**config.mk**
```make
export PLATFORM = sky130hd
export DESIGN_NAME = alu_input_seq_flat
export DESIGN_NICKNAME = d
export VERILOG_FILES = /design/src/rtl/alu_input_seq_if.sv /design/src/rtl/alu_input_seq.sv /design/src/flat_wrapper.sv
export SDC_FILE = /design/constraint.sdc
export NUM_CORES = 1
export LEC_CHECK = 0
export CAP_MARGIN = 20
export CORE_MARGIN = 1
export CORE_UTILIZATION = 54
export DETAILED_ROUTE_END_ITERATION = 16
export GPL_ROUTABILITY_DRIVEN = 0
export PLACE_DENSITY = 0.77
export SLEW_MARGIN = 20
export SYNTH_ARGS = -nofsm -noshare
export SYNTH_HDL_FRONTEND = slang
export SYNTH_HIERARCHICAL = 1
export SYNTH_SLANG_ARGS = --single-unit
export TNS_END_PERCENT = 10
```
**constraint.sdc**
```tcl
create_clock -name i_clock -period 2.1 [get_ports i_clock]
set_input_delay 0.63 -clock i_clock [delete_from_list [all_inputs] [get_ports i_clock]]
set_output_delay 0.63 -clock i_clock [all_outputs]
set_load 0.02 [all_outputs]
```
**src/rtl/alu_input_seq_if.sv**
```systemverilog
// Switch/button inputs and operand/status outputs of the ALU operand sequencer.
// The bench or board drives through master; the sequencer owns slave.
interface alu_input_seq_if #(
  parameter int N    = 4,
  parameter int NSel = 6
);
  logic [15:0]     i_sw;
  logic            i_button_next;
  logic            i_button_clear;
  logic [N-1:0]    o_alu_A;
  logic [N-1:0]    o_alu_B;
  logic [NSel-1:0] o_alu_Op;
  logic [1:0]      o_state;
  logic            o_valid;
  logic            o_show;

  modport master (
    output i_sw, i_button_next, i_button_clear,
    input  o_alu_A, o_alu_B, o_alu_Op, o_state, o_valid, o_show
  );
  modport slave (
    input  i_sw, i_button_next, i_button_clear,
    output o_alu_A, o_alu_B, o_alu_Op, o_state, o_valid, o_show
  );
endinterface

```
**src/rtl/alu_input_seq.sv**
```systemverilog
// Operand sequencer: debounced "next" steps LOAD_A -> LOAD_B -> LOAD_OP -> SHOW,
// "clear" returns to LOAD_A without touching the latched operands.

// One button lane: 2-FF synchroniser, counter debounce, rising-edge press event.
module alu_input_seq_btn #(
  parameter int DB_CYCLES = 100000
) (
  input  logic i_clock,
  input  logic i_reset_n,
  input  logic raw,
  output logic press
);
  localparam int CW = $clog2(DB_CYCLES + 1);

  logic [1:0]    sync;
  logic          db;
  logic          db_q;
  logic [CW-1:0] cnt;

  // db flips on the DB_CYCLES-th consecutive disagreeing sample, so cnt tops out
  // at DB_CYCLES-1 and never wraps.
  always_ff @(posedge i_clock or negedge i_reset_n) begin
    if (!i_reset_n) begin
      sync <= '0;
      db   <= 1'b0;
      db_q <= 1'b0;
      cnt  <= '0;
    end else begin
      sync <= {sync[0], raw};
      db_q <= db;
      if (sync[1] == db) begin
        cnt <= '0;
      end else if (cnt == CW'(DB_CYCLES - 1)) begin
        db  <= sync[1];
        cnt <= '0;
      end else begin
        cnt <= cnt + CW'(1);
      end
    end
  end

  assign press = db & ~db_q;
endmodule

module alu_input_seq #(
  parameter int N         = 4,
  parameter int NSel      = 6,
  parameter int DB_CYCLES = 100000
) (
  input logic       i_clock,
  input logic       i_reset_n,
  alu_input_seq_if.slave bus
);
  localparam int NUM_BTN = 2;
  localparam int BTN_NXT = 0;
  localparam int BTN_CLR = 1;

  typedef enum logic [1:0] {
    LOAD_A  = 2'd0,
    LOAD_B  = 2'd1,
    LOAD_OP = 2'd2,
    SHOW    = 2'd3
  } state_t;

  logic [NUM_BTN-1:0] raw;
  logic [NUM_BTN-1:0] press;

  assign raw[BTN_NXT] = bus.i_button_next;
  assign raw[BTN_CLR] = bus.i_button_clear;

  for (genvar i = 0; i < NUM_BTN; i++) begin : g_btn
    alu_input_seq_btn #(.DB_CYCLES(DB_CYCLES)) u_btn (
      .i_clock  (i_clock),
      .i_reset_n(i_reset_n),
      .raw      (raw[i]),
      .press    (press[i])
    );
  end

  logic clr_ev;
  logic nxt_ev;
  assign clr_ev = press[BTN_CLR];
  assign nxt_ev = press[BTN_NXT] & ~press[BTN_CLR];

  state_t          state;
  state_t          state_nxt;
  logic            ld_a;
  logic            ld_b;
  logic            ld_op;
  logic [N-1:0]    alu_a;
  logic [N-1:0]    alu_b;
  logic [NSel-1:0] alu_op;
  logic            valid;
  logic            show;

  always_ff @(posedge i_clock or negedge i_reset_n) begin
    if (!i_reset_n) state <= LOAD_A;
    else            state <= state_nxt;
  end

  always_comb begin
    state_nxt = state;
    if (clr_ev) begin
      state_nxt = LOAD_A;
    end else if (nxt_ev) begin
      case (state)
        LOAD_A:  state_nxt = LOAD_B;
        LOAD_B:  state_nxt = LOAD_OP;
        LOAD_OP: state_nxt = SHOW;
        default: state_nxt = LOAD_A;
      endcase
    end
  end

  always_comb begin
    ld_a  = 1'b0;
    ld_b  = 1'b0;
    ld_op = 1'b0;
    if (nxt_ev) begin
      case (state)
        LOAD_A:  ld_a  = 1'b1;
        LOAD_B:  ld_b  = 1'b1;
        LOAD_OP: ld_op = 1'b1;
        default: ;
      endcase
    end
  end

  // Operand registers and status flags; all outputs come straight from flops.
  always_ff @(posedge i_clock or negedge i_reset_n) begin
    if (!i_reset_n) begin
      alu_a  <= '0;
      alu_b  <= '0;
      alu_op <= '0;
      valid  <= 1'b0;
      show   <= 1'b0;
    end else begin
      if (ld_a)  alu_a  <= bus.i_sw[N-1:0];
      if (ld_b)  alu_b  <= bus.i_sw[N-1:0];
      if (ld_op) alu_op <= bus.i_sw[NSel-1:0];
      valid <= ld_op;
      show  <= (state_nxt == SHOW);
    end
  end

  assign bus.o_alu_A  = alu_a;
  assign bus.o_alu_B  = alu_b;
  assign bus.o_alu_Op = alu_op;
  assign bus.o_state  = state;
  assign bus.o_valid  = valid;
  assign bus.o_show   = show;
endmodule
```
**src/flat_wrapper.sv**
```systemverilog
// flat-port wrapper written by rule: the top's interface ports become plain ports
module alu_input_seq_flat 
#(
  parameter int N         = 4,
  parameter int NSel      = 6,
  parameter int DB_CYCLES = 100000
)
  (i_clock, i_reset_n, bus_i_sw, bus_i_button_next, bus_i_button_clear, bus_o_alu_A, bus_o_alu_B, bus_o_alu_Op, bus_o_state, bus_o_valid, bus_o_show);
  alu_input_seq_if #(.N(N), .NSel(NSel)) bus_i ();
  input logic i_clock;
  input logic i_reset_n;
  input wire logic [$bits(bus_i.i_sw)-1:0] bus_i_sw;
  input wire logic [$bits(bus_i.i_button_next)-1:0] bus_i_button_next;
  input wire logic [$bits(bus_i.i_button_clear)-1:0] bus_i_button_clear;
  output wire logic [$bits(bus_i.o_alu_A)-1:0] bus_o_alu_A;
  output wire logic [$bits(bus_i.o_alu_B)-1:0] bus_o_alu_B;
  output wire logic [$bits(bus_i.o_alu_Op)-1:0] bus_o_alu_Op;
  output wire logic [$bits(bus_i.o_state)-1:0] bus_o_state;
  output wire logic [$bits(bus_i.o_valid)-1:0] bus_o_valid;
  output wire logic [$bits(bus_i.o_show)-1:0] bus_o_show;
  assign bus_i.i_sw = bus_i_sw;
  assign bus_i.i_button_next = bus_i_button_next;
  assign bus_i.i_button_clear = bus_i_button_clear;
  assign bus_o_alu_A = bus_i.o_alu_A;
  assign bus_o_alu_B = bus_i.o_alu_B;
  assign bus_o_alu_Op = bus_i.o_alu_Op;
  assign bus_o_state = bus_i.o_state;
  assign bus_o_valid = bus_i.o_valid;
  assign bus_o_show = bus_i.o_show;
  alu_input_seq #(.N(N), .NSel(NSel), .DB_CYCLES(DB_CYCLES)) u_core (.i_clock(i_clock), .i_reset_n(i_reset_n), .bus(bus_i));
endmodule
```
* Word-level counts from Yosys, hierarchy flattened *
Cells that the tools add are included.

word-level totals
  memories kept = 0
  input bits = 20
  register bits = 60
  bits in read-only memories = 0
  RAM bits = 0
  output and inout bits = 18
  bits in latches = 0

operators by class
  shift-type cells = 0
  bitwise logic cells = 8
  mux-type cells = 13
  order comparisons = 0
  $mul = 0
  reduce and logical (&&, ||, !) cells = 3
  add/sub/neg operators = 2
  divide/modulo/power cells = 0
  equality and inequality tests = 7

operators with widths
  cell                                                             number
  17-bit 2-to-1 mux                                                4
  17-bit by 1-bit adder with 17-bit output, second input constant  2
  17-bit == test, second input constant                            2
  1-bit 2-to-1 mux                                                 6
  2-bit case mux with 3 select lines                               1
  1-bit inverter                                                   5
  2-bit == test, second input constant                             2
  2-bit 2-to-1 mux                                                 2
  2-bit AND reduction                                              2
  1-bit bitwise AND                                                3
  1-bit == test                                                    2
  2-bit by 1-bit == test with 1-bit output, second input constant  1
  2-bit zero test                                                  1

* Longest topological paths before layout *
Gate-level depths: netlist of the first run.

  depth in word-level cells = 7
  mapped depth = 6
  depth with buffers taken out = 5

* Modules after synthesis *
Netlist of the first run, hierarchy kept.

modules (own cells, without submodules)
  module             cells an instance  area an instance (um^2)  seq. area each (um^2)  times used
  alu_input_seq_btn  93                 1016.0                   525.5                  2
  alu_input_seq      47                 719.4                    450.4                  1

* Worst setup path before layout of the first run *
OpenSTA, ideal clock, no wires.

  kind = register -> register
  start = reg u_core.g_btn[0].u_btn.cnt[0]
  end = reg u_core.g_btn[0].u_btn.db
  stages on the path, launching flop included = 6
  setup time = 125 ps
  setup slack = 509 ps
  path buffers = 0
  data arrival time = 1466 ps
  cell sequence = dfrtp_1 -> ha_1 -> and4_1 -> nand4_1 -> nor2_1 -> mux2_2

on the way
  word-level cells in the longest chain between the ends = 2

ends and longest elaborated chain
  element                               line                 text
  from (decl)                           alu_input_seq.sv:18  logic [CW-1:0] cnt;
  from (signal assigned)                alu_input_seq.sv:37  cnt <= cnt + CW'(1);
  17-bit == test                        alu_input_seq.sv:33  end else if (cnt == CW'(DB_CYCLES - 1)) begin
  2-bit AND reduction (no source line)  n/a
  to (signal assigned)                  alu_input_seq.sv:34  db <= sync[1];
  to (decl)                             alu_input_seq.sv:16  logic db;

Every way passes these cells.
A chain may end at the register's enable or synchronous reset.

* Final worst setup path of the first run *
  start = reg u_core.state[0] (netlist: u_core/bus.o_state[0])
  end = out bus_o_state[0]

RTL lines
  element                 line                 text
  from (decl)             alu_input_seq.sv:85  state_t state;
  from (signal assigned)  alu_input_seq.sv:98  else state <= state_nxt;
  to (decl)               flat_wrapper.sv:18   output wire logic [$bits(bus_i.o_state)-1:0] bus_o_state;

No word-level cell between the ends.

==> results of run 1 <==
through the flow:
step	total power [mW]	hold WS (ns)	instances	setup slack (ns)	instance area [um^2]
CTS	2.42	0.276	340	0.0745	3280
global placement	1.36	0.334	324	0.281	3080
finish	2.39	0.275	340	0.0876	3280
detailed placement	1.36	0.335	324	0.208	3080
floorplan	1.28	0.331	233	0.509	2750
global route	2.48	0.307	340	0.0351	3280
registers in the layout (all words and copies together) (netlist names):
register,flops
u_core/g_btn.u_btn/cnt,34
u_core/bus.o_alu_Op,6
u_core/bus.o_alu_A,4
u_core/bus.o_alu_B,4
u_core/g_btn.u_btn/sync,4
u_core/bus.o_state,2
u_core/g_btn.u_btn/db,2
u_core/g_btn.u_btn/db_q,2
u_core/bus.o_show,1
u_core/bus.o_valid,1
per-layer routing:
layer	GRT usage [%]	routed length [um]	share of wire [%]	vias up
li1	-	-	-	895
met1	29.2	2290	49	897
met2	31.0	2140	46	31
met3	7.13	177	3.8	10
met4	10.0	89	1.9	0
met5	0	0	0	-
power breakdown:
group,internal (mW),total [mW],switching (mW),leakage [nW]
sequential,1.18,1.20,0.0211,0.792
combinational,0.0642,0.137,0.0724,0.479
clock,0.609,1.04,0.436,0.102
final timing paths:
check / endpoint / slack (ns) / cells after the start
setup / recovery: bus_o_state[0] / 0.09 / 1
hold / removal: u_core/g_btn[0].u_btn/cnt[16] / 0.27 / 1
setup reg to reg: u_core/g_btn[1].u_btn/cnt[15] / 0.22 / 5
hold reg to reg: u_core/g_btn[0].u_btn/sync[1] / 0.35 / 0
max in group asynchronous: u_core/bus.o_alu_A[3] / 1.22 / 2
min in group i_clock: u_core/g_btn[0].u_btn/sync[1] / 0.35 / 0
cell families (layout without fill, tap and decap cells):
group | after synthesis | in the layout | synth area share (%)
compound gates | 6 | 6 | 2.36
flops | 60 | 60 | 54.6
simple gates | 102 | 102 | 21.2
mux | 17 | 17 | 6.91
fa+ha+maj | 5 | 5 | 2.27
buf+inv | 13 | 53 | 3.14
xor+xnor | 30 | 30 | 9.55
layout by cell type (no fill, tap or decap), drive strengths merged:
| cell | n |
|---|---|
| dfrtp | 60 |
| nor2 | 34 |
| clkdlybuf4s50 | 26 |
| nand4 | 22 |
| xor2 | 18 |
| mux2 | 16 |
| xnor2 | 12 |
| clkbuf | 12 |
| nor4 | 9 |
| nand3 | 8 |
| inv | 7 |
| nand2 | 6 |
| ha | 5 |
| and4 | 4 |
| and3 | 4 |
| buf | 4 |
| nor3 | 3 |
| nand3b | 3 |
| clkinv | 2 |
| nor4b | 2 |
| o21ai | 2 |
| o31ai | 2 |
| or4 | 2 |
| a21oi | 2 |
| and2 | 2 |
| nor2b | 2 |
| bufinv | 1 |
| clkinvlp | 1 |
| nor3b | 1 |
| mux2i | 1 |
layout make-up:
type                    instances  area, um^2  share of cell area [%]
flip-flops and latches         60        1500                    45.8
multi-input cells             160        1160                    35.5
repair buffers                 30         300                    9.16
clock buffers                  12         155                    4.73
well taps                      67        83.8                    2.56
clock inverters                 4        47.5                    1.45
inverters                       7        26.3                   0.802
==> run summary, run 1 <==
CP peak stage delay = 0.63 ns
Chip height = 73.4 um
IR Drop Worst-Case VDD = 0.455 mV
Antenna cells = 0
Setup tns final = 0 ns
Distinct cells, synth = 30
Crit path from = u_core/bus.o_state[0]
Clock sink count = 60
Fillers = 373
Ys async rst share = 100%
Prevailing post-synth register cell = dfrtp_1
Cell taking the most area after synthesis = dfrtp_1
Hpwl dp = 3.21 mm
Pwr dens = 728 nW/um^2
Synth cell count leaders = 60 x dfrtp_1, 34 x nor2_1, 22 x nand4_1
Sequential area share after synthesis = 54.6%
First-pass GRT wire length = 8.50 mm
Clk slew on worst S/H paths = 0.06 ns
Final worst path period need = 2.01 ns
Synth Area per Inst = 11.8 um^2
Crit-path cells = clkdlybuf4s50_1
First-pass DRT Iterations = 4
Buffer and inverter count on the worst path = 1
Final core area utilization = 68.1%
Hold Path Class = in2async
Via Count = 1833
CTS tree = yes
Slowest cell on crit path = clkdlybuf4s50_1
Area contributors post-synth = dfrtp_1 55%, mux2_2 6.5%, xor2_1 5.7%
Critical path type = reg2out
Post-synth EDFFs = 0
Drt initial violations = 148
Final period util = 95.8%
PortBufs = 27
Hold-fix buffers, CTS = 0
Routed vias/inst = 5.39
Layout area overhead = 19.1%
Rel. slew slack = 64.0%
Final setup fails = 0
Post-CTS sizing = 0
Initial antenna violation count = 0
Vias in the first global route = 1795
RSZ-0062 raised after global routing = false
CTS Buf Count = 9
Max Cap Viol = 0
Bufs on Longest Clock Path = 2
Clock skew = 0.00533 ns
Slew Limit Fails = 0
Row count = 25
Count leader, synth = dfrtp_1
Post-synth top area share = 54.6%
Remaining antenna violation count = 0
Critical path fanouts, max = 4
Global Route Usage Sum = 21.4%
Postcts setup bufs = 0
CP required = 1.47 ns
Die width = 73.4 um
CP top delay family = buffers and inverters
Die area = 5380 um^2
Lkg Pwr = 1.37 nW
H-tree depth = 3
Yosys warning total = 6
Initial Util = 57.1%
Final hold viol count = 0
Worst R2R Start = u_core/g_btn[1].u_btn/cnt[0]
WL/cell = 13.8 um
Final wirelength = 4.70 mm
Core area = 4820 um^2
Fmax = 497 MHz
Outcome = finished, final reports clean
Critical Path End Type = output port
Net count after synthesis = 258
Layout Nets = 293
Worst-Skew Late Latency = 0.33 ns
Clk root buf = clkbuf_8
Layout cell share with drive strength beyond 1 = 17.6%
Worst setup SP type = flop
Grt ovf = 0
IO Count = 38
Post-Synthesis Cells = 233
Largest net degree at the start of global routing = 25
Crit path arrival time = 1.38 ns
Residual DRC count = 0
Actual slew at the worst max-slew pin = 0.540 ns
Flops & latches, synth = 60
Post-Syn Area = 2750 um^2
No activity file was read; power rests on OpenSTA's default activity.
==> run 2, diff against run 1 <==
--- a/config.mk
+++ b/config.mk
@@ -7,10 +7,10 @@
 export LEC_CHECK = 0
 export CAP_MARGIN = 20
 export CORE_MARGIN = 1
-export CORE_UTILIZATION = 54
+export CORE_UTILIZATION = 49
 export DETAILED_ROUTE_END_ITERATION = 16
 export GPL_ROUTABILITY_DRIVEN = 0
-export PLACE_DENSITY = 0.77
+export PLACE_DENSITY = 0.73
 export SLEW_MARGIN = 20
 export SYNTH_ARGS = -nofsm -noshare
 export SYNTH_HDL_FRONTEND = slang
==> constraint.sdc (replaced) <==
create_clock -name i_clock -period 1.7 [get_ports i_clock]
set_input_delay 0.51 -clock i_clock [delete_from_list [all_inputs] [get_ports i_clock]]
set_output_delay 0.51 -clock i_clock [all_outputs]
set_load 0.02 [all_outputs]
==> run 2 against run 1 <==
Net effect: combinational power up 27%; global-route usage shrank 2.6 points; count of clock-buffer cells in the layout fell by 1; via count unchanged; design area grew 3.0%; first-iteration DRC count fell by 72%; cell count up 4.7%; sequential power increased by 23%; non-clock buffer count increased by 13; power increased by 20%; critical path type is now reg2reg; wire length is 2.6% higher.
==> run summary, run 2 (synthesized netlist as in run 1, its figures left out) <==
Bufs on Longest Clock Path = 2
H-tree depth = 3
Pwr dens = 844 nW/um^2
Routed vias/inst = 5.15
Largest register FFs = 34
PortBufs = 27
First-pass DRT Iterations = 4
Crit-path cells = ha_1, and4_1, nand4_1, nor2_1, mux2_2
Critical path fanouts, max = 4
Final period util = 95.6%
Worst-Skew Late Latency = 0.33 ns
CP peak stage delay = 0.39 ns
CP required = 1.91 ns
Largest net degree at the start of global routing = 61
Row count = 26
Vias in the first global route = 1839
Crit path arrival time = 1.84 ns
Layout area overhead = 22.7%
RSZ-0062 raised after global routing = true
Fin area = 3380 um^2
First-pass GRT wire length = 8.45 mm
Residual DRC count = 0
Outcome = finished, final reports clean
Layout cell share with drive strength beyond 1 = 21.7%
Finished Layout Cells = 356
Lkg Pwr = 1.48 nW
Fillers = 428
Chip height = 76.9 um
Top reg by flops = u_core/g_btn.u_btn/cnt
Die width = 76.9 um
Core area = 5270 um^2
Hold Path Class = in2async
Placed inst area = 3200 um^2
Initial Util = 52.2%
Hold-fix buffers, CTS = 0
Hpwl dp = 3.34 mm
Via Count = 1833
Clock skew = 0.00877 ns
Max Cap Viol = 0
Placed Cells = 340
Drt initial violations = 41
Critical path type = reg2reg
IO Count = 38
Worst setup SP type = flop
WL/cell = 13.5 um
Clk root buf = clkbuf_8
Layout Nets = 306
Final wirelength = 4.82 mm
Clock sink count = 60
Rel. slew slack = 74.5%
Grt ovf = 0
Final hold viol count = 0
Slew Limit Fails = 0
Most common cell after layout, fill and taps aside = dfrtp_1
Fmax = 615 MHz
Actual slew at the worst max-slew pin = 0.379 ns
Commonest cells after routing, fill and taps aside = 60 x dfrtp_1, 34 x nor2_1, 22 x nand4_1
Initial antenna violation count = 0
Critical Path End Type = flop
Clk slew on worst S/H paths = 0.07 ns
Antenna cells = 0
CTS Buf Count = 9
Slowest cell on crit path = dfrtp_1
IR Drop Worst-Case VDD = 0.696 mV
Die area = 5920 um^2
Final worst path period need = 1.63 ns
Remaining antenna violation count = 0
CTS tree = yes
Final setup fails = 0
Global Route Usage Sum = 18.7%
run 2: final timing paths:
check                           slack, ns  cells past startpoint                           from                            end
worst max-delay path                 0.07                      5   u_core/g_btn[1].u_btn/cnt[1]       u_core/g_btn[1].u_btn/db
worst min-delay path                 0.16                      2                      i_reset_n  u_core/g_btn[0].u_btn/cnt[15]
worst max register to register       0.07                      5   u_core/g_btn[1].u_btn/cnt[1]       u_core/g_btn[1].u_btn/db
worst min register to register       0.38                      0  u_core/g_btn[0].u_btn/sync[0]  u_core/g_btn[0].u_btn/sync[1]
max in group asynchronous            1.26                      2                      i_reset_n       u_core/g_btn[1].u_btn/db
min in group i_clock                 0.38                      0  u_core/g_btn[0].u_btn/sync[0]  u_core/g_btn[0].u_btn/sync[1]
run 2: per-stage QoR:
step / total power [mW] / util (%) / TNS (ns) / hold WS [ns] / setup slack, ns
after floorplan: 1.58 / - / 0 / 0.214 / 0.109
after global placement: 1.70 / 60.8 / 0 / 0.362 / 0.0904
after detailed placement: 1.70 / 60.8 / 0 / 0.364 / 0.0765
after CTS: 2.90 / 63.8 / 0 / 0.164 / 0.0609
after global routing: 2.98 / 64.1 / -0.00373 / 0.194 / -0.00373
final: 2.85 / 64.1 / 0 / 0.156 / 0.0742
run 2: final cells by class:
cell class / instances / area [um^2] / area share [%]
Inverter: 7 / 26.3 / 0.778
Multi-Input combinational cell: 160 / 1180 / 34.8
Timing Repair Buffer: 43 / 400 / 11.9
Sequential cell: 60 / 1500 / 44.5
Clock buffer: 11 / 131 / 3.89
Tap cell: 70 / 87.6 / 2.59
Clock inverter: 5 / 52.6 / 1.56
run 2: metal layers:
layer  track usage (%)  vias to the layer above  part of all wire, %  routed length, um
met5                 0                        -                    0                  0
met1              21.9                      884                   45               2160
li1                  -                      920                    -                  -
met2              31.3                       25                   51               2440
met3              7.62                        4                  3.9                186
met4              5.96                        0                 0.70                 34
run 2: timing repair:
action	in CTS	in global routing
pin swaps	0	1
hold endpoints to repair	0	0
setup buffers	0	0
resized for setup	18	2
setup endpoints to repair	18	2
run 2: critical path: cells and delay by family, from the launching register on:
kind                     cells  cell delay, ns
adder cells (fa/ha/maj)      1            0.20
flip-flops                   1            0.39
multiplexers                 1            0.35
AND/OR/NAND/NOR              3            0.57
run 2: power by group:
group / total, mW / switching (mW) / leakage [nW] / internal, mW
Combinational: 0.174 / 0.0945 / 0.598 / 0.0794
Clock: 1.19 / 0.523 / 0.0931 / 0.669
Sequential: 1.48 / 0.0231 / 0.792 / 1.46
==> run 3, diff against run 2 <==
--- a/config.mk
+++ b/config.mk
@@ -5,13 +5,14 @@
 export SDC_FILE = /design/constraint.sdc
 export NUM_CORES = 1
 export LEC_CHECK = 0
+export ABC_AREA = 1
 export CAP_MARGIN = 20
 export CORE_MARGIN = 1
-export CORE_UTILIZATION = 49
+export CORE_UTILIZATION = 50
 export DETAILED_ROUTE_END_ITERATION = 16
 export GPL_ROUTABILITY_DRIVEN = 0
-export PLACE_DENSITY = 0.73
-export SLEW_MARGIN = 20
+export PLACE_DENSITY = 0.74
+export SLEW_MARGIN = 10
 export SYNTH_ARGS = -nofsm -noshare
 export SYNTH_HDL_FRONTEND = slang
 export SYNTH_HIERARCHICAL = 1
==> run 3 against run 2 <==
Net effect: sequential power about the same; hold slack improved by 0.012 ns; via count increased by 34%; highest routed layer unchanged; cell count increased by 38%.
==> run summary, run 3 <==
Synth cell count leaders = 104 x nand2_1, 72 x nor2_1, 60 x dfrtp_1
Pwr dens = 861 nW/um^2
First-pass GRT wire length = 10.3 mm
Max Cap Viol = 0
Layout area overhead = 19.9%
Fmax = 623 MHz
Grt ovf = 0
Pre-CTS setup slack = 0.182 ns
Placed Cells = 475
Placed inst area = 3340 um^2
CP top delay family = flip-flops
Vias in the first global route = 2316
Remaining antenna violation count = 0
IR Drop Worst-Case VDD = 0.508 mV
Finished Layout Cells = 491
Yosys warning total = 6
Sequential area share after synthesis = 50.7%
H-tree depth = 3
Buffer and inverter count on the worst path = 1
Area of the multi-input gates = 1290 um^2
CTS tree = yes
PortBufs = 27
Layout cell share with drive strength beyond 1 = 13.1%
Synth Area per Inst = 7.90 um^2
Clock sink count = 60
Worst setup SP type = flop
IO Count = 38
Actual slew at the worst max-slew pin = 0.317 ns
Post-Syn Area = 2960 um^2
Postcts setup bufs = 0
Final worst path period need = 1.60 ns
Final period util = 94.3%
Final hold viol count = 0
Crit-path cells = dlygate4sd2_1
Critical path type = reg2out
Worst hold slack = 0.168 ns
CP peak stage delay = 0.40 ns
Top reg by flops = u_core/g_btn.u_btn/cnt
Total power = 3.06 mW
Hold Path Class = in2async
Critical path fanouts, max = 4
Slowest cell on crit path = dfrtp_1
WL/cell = 12.5 um
Final core area utilization = 63.3%
Slew Limit Fails = 0
Die area = 6240 um^2
Clk slew on worst S/H paths = 0.06 ns
Fillers = 491
Critical Path End Type = output port
Post-Synthesis Cells = 375
Post-synth top area share = 50.7%
Register area = 1500 um^2
Core area = 5610 um^2
Prevailing post-synth register cell = dfrtp_1
Post-synth EDFFs = 0
Most common cell after layout, fill and taps aside = nand2_1
Global Route Usage Sum = 22.0%
Net count after synthesis = 400
Chip height = 79.0 um
Final setup margin = 0.0961 ns
Rel. slew slack = 78.8%
Lkg Pwr = 1.54 nW
Via Count = 2448
Commonest cells after routing, fill and taps aside = 104 x nand2_1, 72 x nor2_1, 60 x dfrtp_1
Layout Nets = 439
Residual DRC count = 0
Die width = 79.0 um
Crit path arrival time = 1.09 ns
Cell taking the most area after synthesis = dfrtp_1
Largest register FFs = 34
Worst-Skew Late Latency = 0.34 ns
CP required = 1.19 ns
Drt initial violations = 143
Initial antenna violation count = 0
Bufs on Longest Clock Path = 2
Largest net degree at the start of global routing = 61
CTS Buf Count = 9
Outcome = finished, final reports clean
Fin area = 3550 um^2
First-pass DRT Iterations = 4
Final setup fails = 0
Antenna cells = 0
Distinct cells, synth = 19
Hpwl dp = 4.36 mm
Routed vias/inst = 4.99
Clock skew = 0.00994 ns
Flops & latches, synth = 60
Final wirelength = 6.12 mm
Ys async rst share = 100%
Initial Util = 52.8%
Area contributors post-synth = dfrtp_1 51%, nand2_1 13%, nor2_1 9.1%
Row count = 27
RSZ-0062 raised after global routing = false
Count leader, synth = nand2_1
Setup tns final = 0 ns
Clk root buf = clkbuf_8
-- run 3: changes by cell type in the layout (fill, tap and decap cells not counted), moves of 15 or more --
| cell | change |
|---|---|
| nor2_1 | +38 |
| nand3_1 | +15 |
| nand2_2 | +18 |
| nand2_1 | +98 |
| mux2_2 | -16 |
| inv_1 | +33 |
-- run 3: area by class of cell --
class	instances	share of cell area (%)
flip-flops and latches	60	42.3
multi-input cells	269	36.3
repair buffers	28	7.40
inverters	46	4.86
clock buffers	13	4.76
well taps	72	2.54
clock inverters	3	1.90
-- run 3: where the power goes --
part	leakage, nW	switching (mW)	total, mW	internal (mW)
Clock	0.116	0.557	1.50	0.946
Sequential	0.751	0.0141	1.46	1.44
Combinational	0.672	0.0613	0.0973	0.0360
Total	1.54	0.632	3.06	2.43
-- run 3: layer usage --
| metal | GRT usage (%) | vias up | part of all wire (%) |
|---|---|---|---|
| met5 | 0 | - | 0 |
| met4 | 10.9 | 0 | 2.1 |
| met3 | 4.25 | 11 | 3.3 |
| met2 | 36.6 | 46 | 47 |
| met1 | 27.4 | 1161 | 47 |
| li1 | - | 1230 | - |
-- run 3: logic make-up (layout without fill, tap and decap cells) --
logic type | Yosys count | in the layout | share of synthesized area (%)
flip-flops | 60 | 60 | 50.7
buffers and inverters | 46 | 90 | 5.83
adder cells (fa/ha/maj) | 5 | 5 | 2.11
AND/OR/NAND/NOR | 243 | 243 | 36.1
AO/OA/AOI/OAI | 13 | 13 | 2.36
XOR/XNOR | 8 | 8 | 2.87
-- run 3: worst paths after layout --
kind	cells past startpoint	slack, ns	endpoint	start
setup / recovery	1	0.1	bus_o_state[0]	u_core/bus.o_state[0]
hold / removal	2	0.17	u_core/g_btn[0].u_btn/cnt[10]	i_reset_n
setup reg to reg	7	0.20	u_core/bus.o_alu_Op[4]	u_core/g_btn[0].u_btn/db
hold reg to reg	0	0.35	u_core/g_btn[0].u_btn/sync[1]	u_core/g_btn[0].u_btn/sync[0]
max in group asynchronous	2	1.27	u_core/g_btn[0].u_btn/cnt[16]	i_reset_n
min in group i_clock	0	0.35	u_core/g_btn[0].u_btn/sync[1]	u_core/g_btn[0].u_btn/sync[0]
-- run 3: timing repair --
item	CTS	global route
setup endpoints to repair	18	0
resized for setup	18	0
hold buffers	0	0
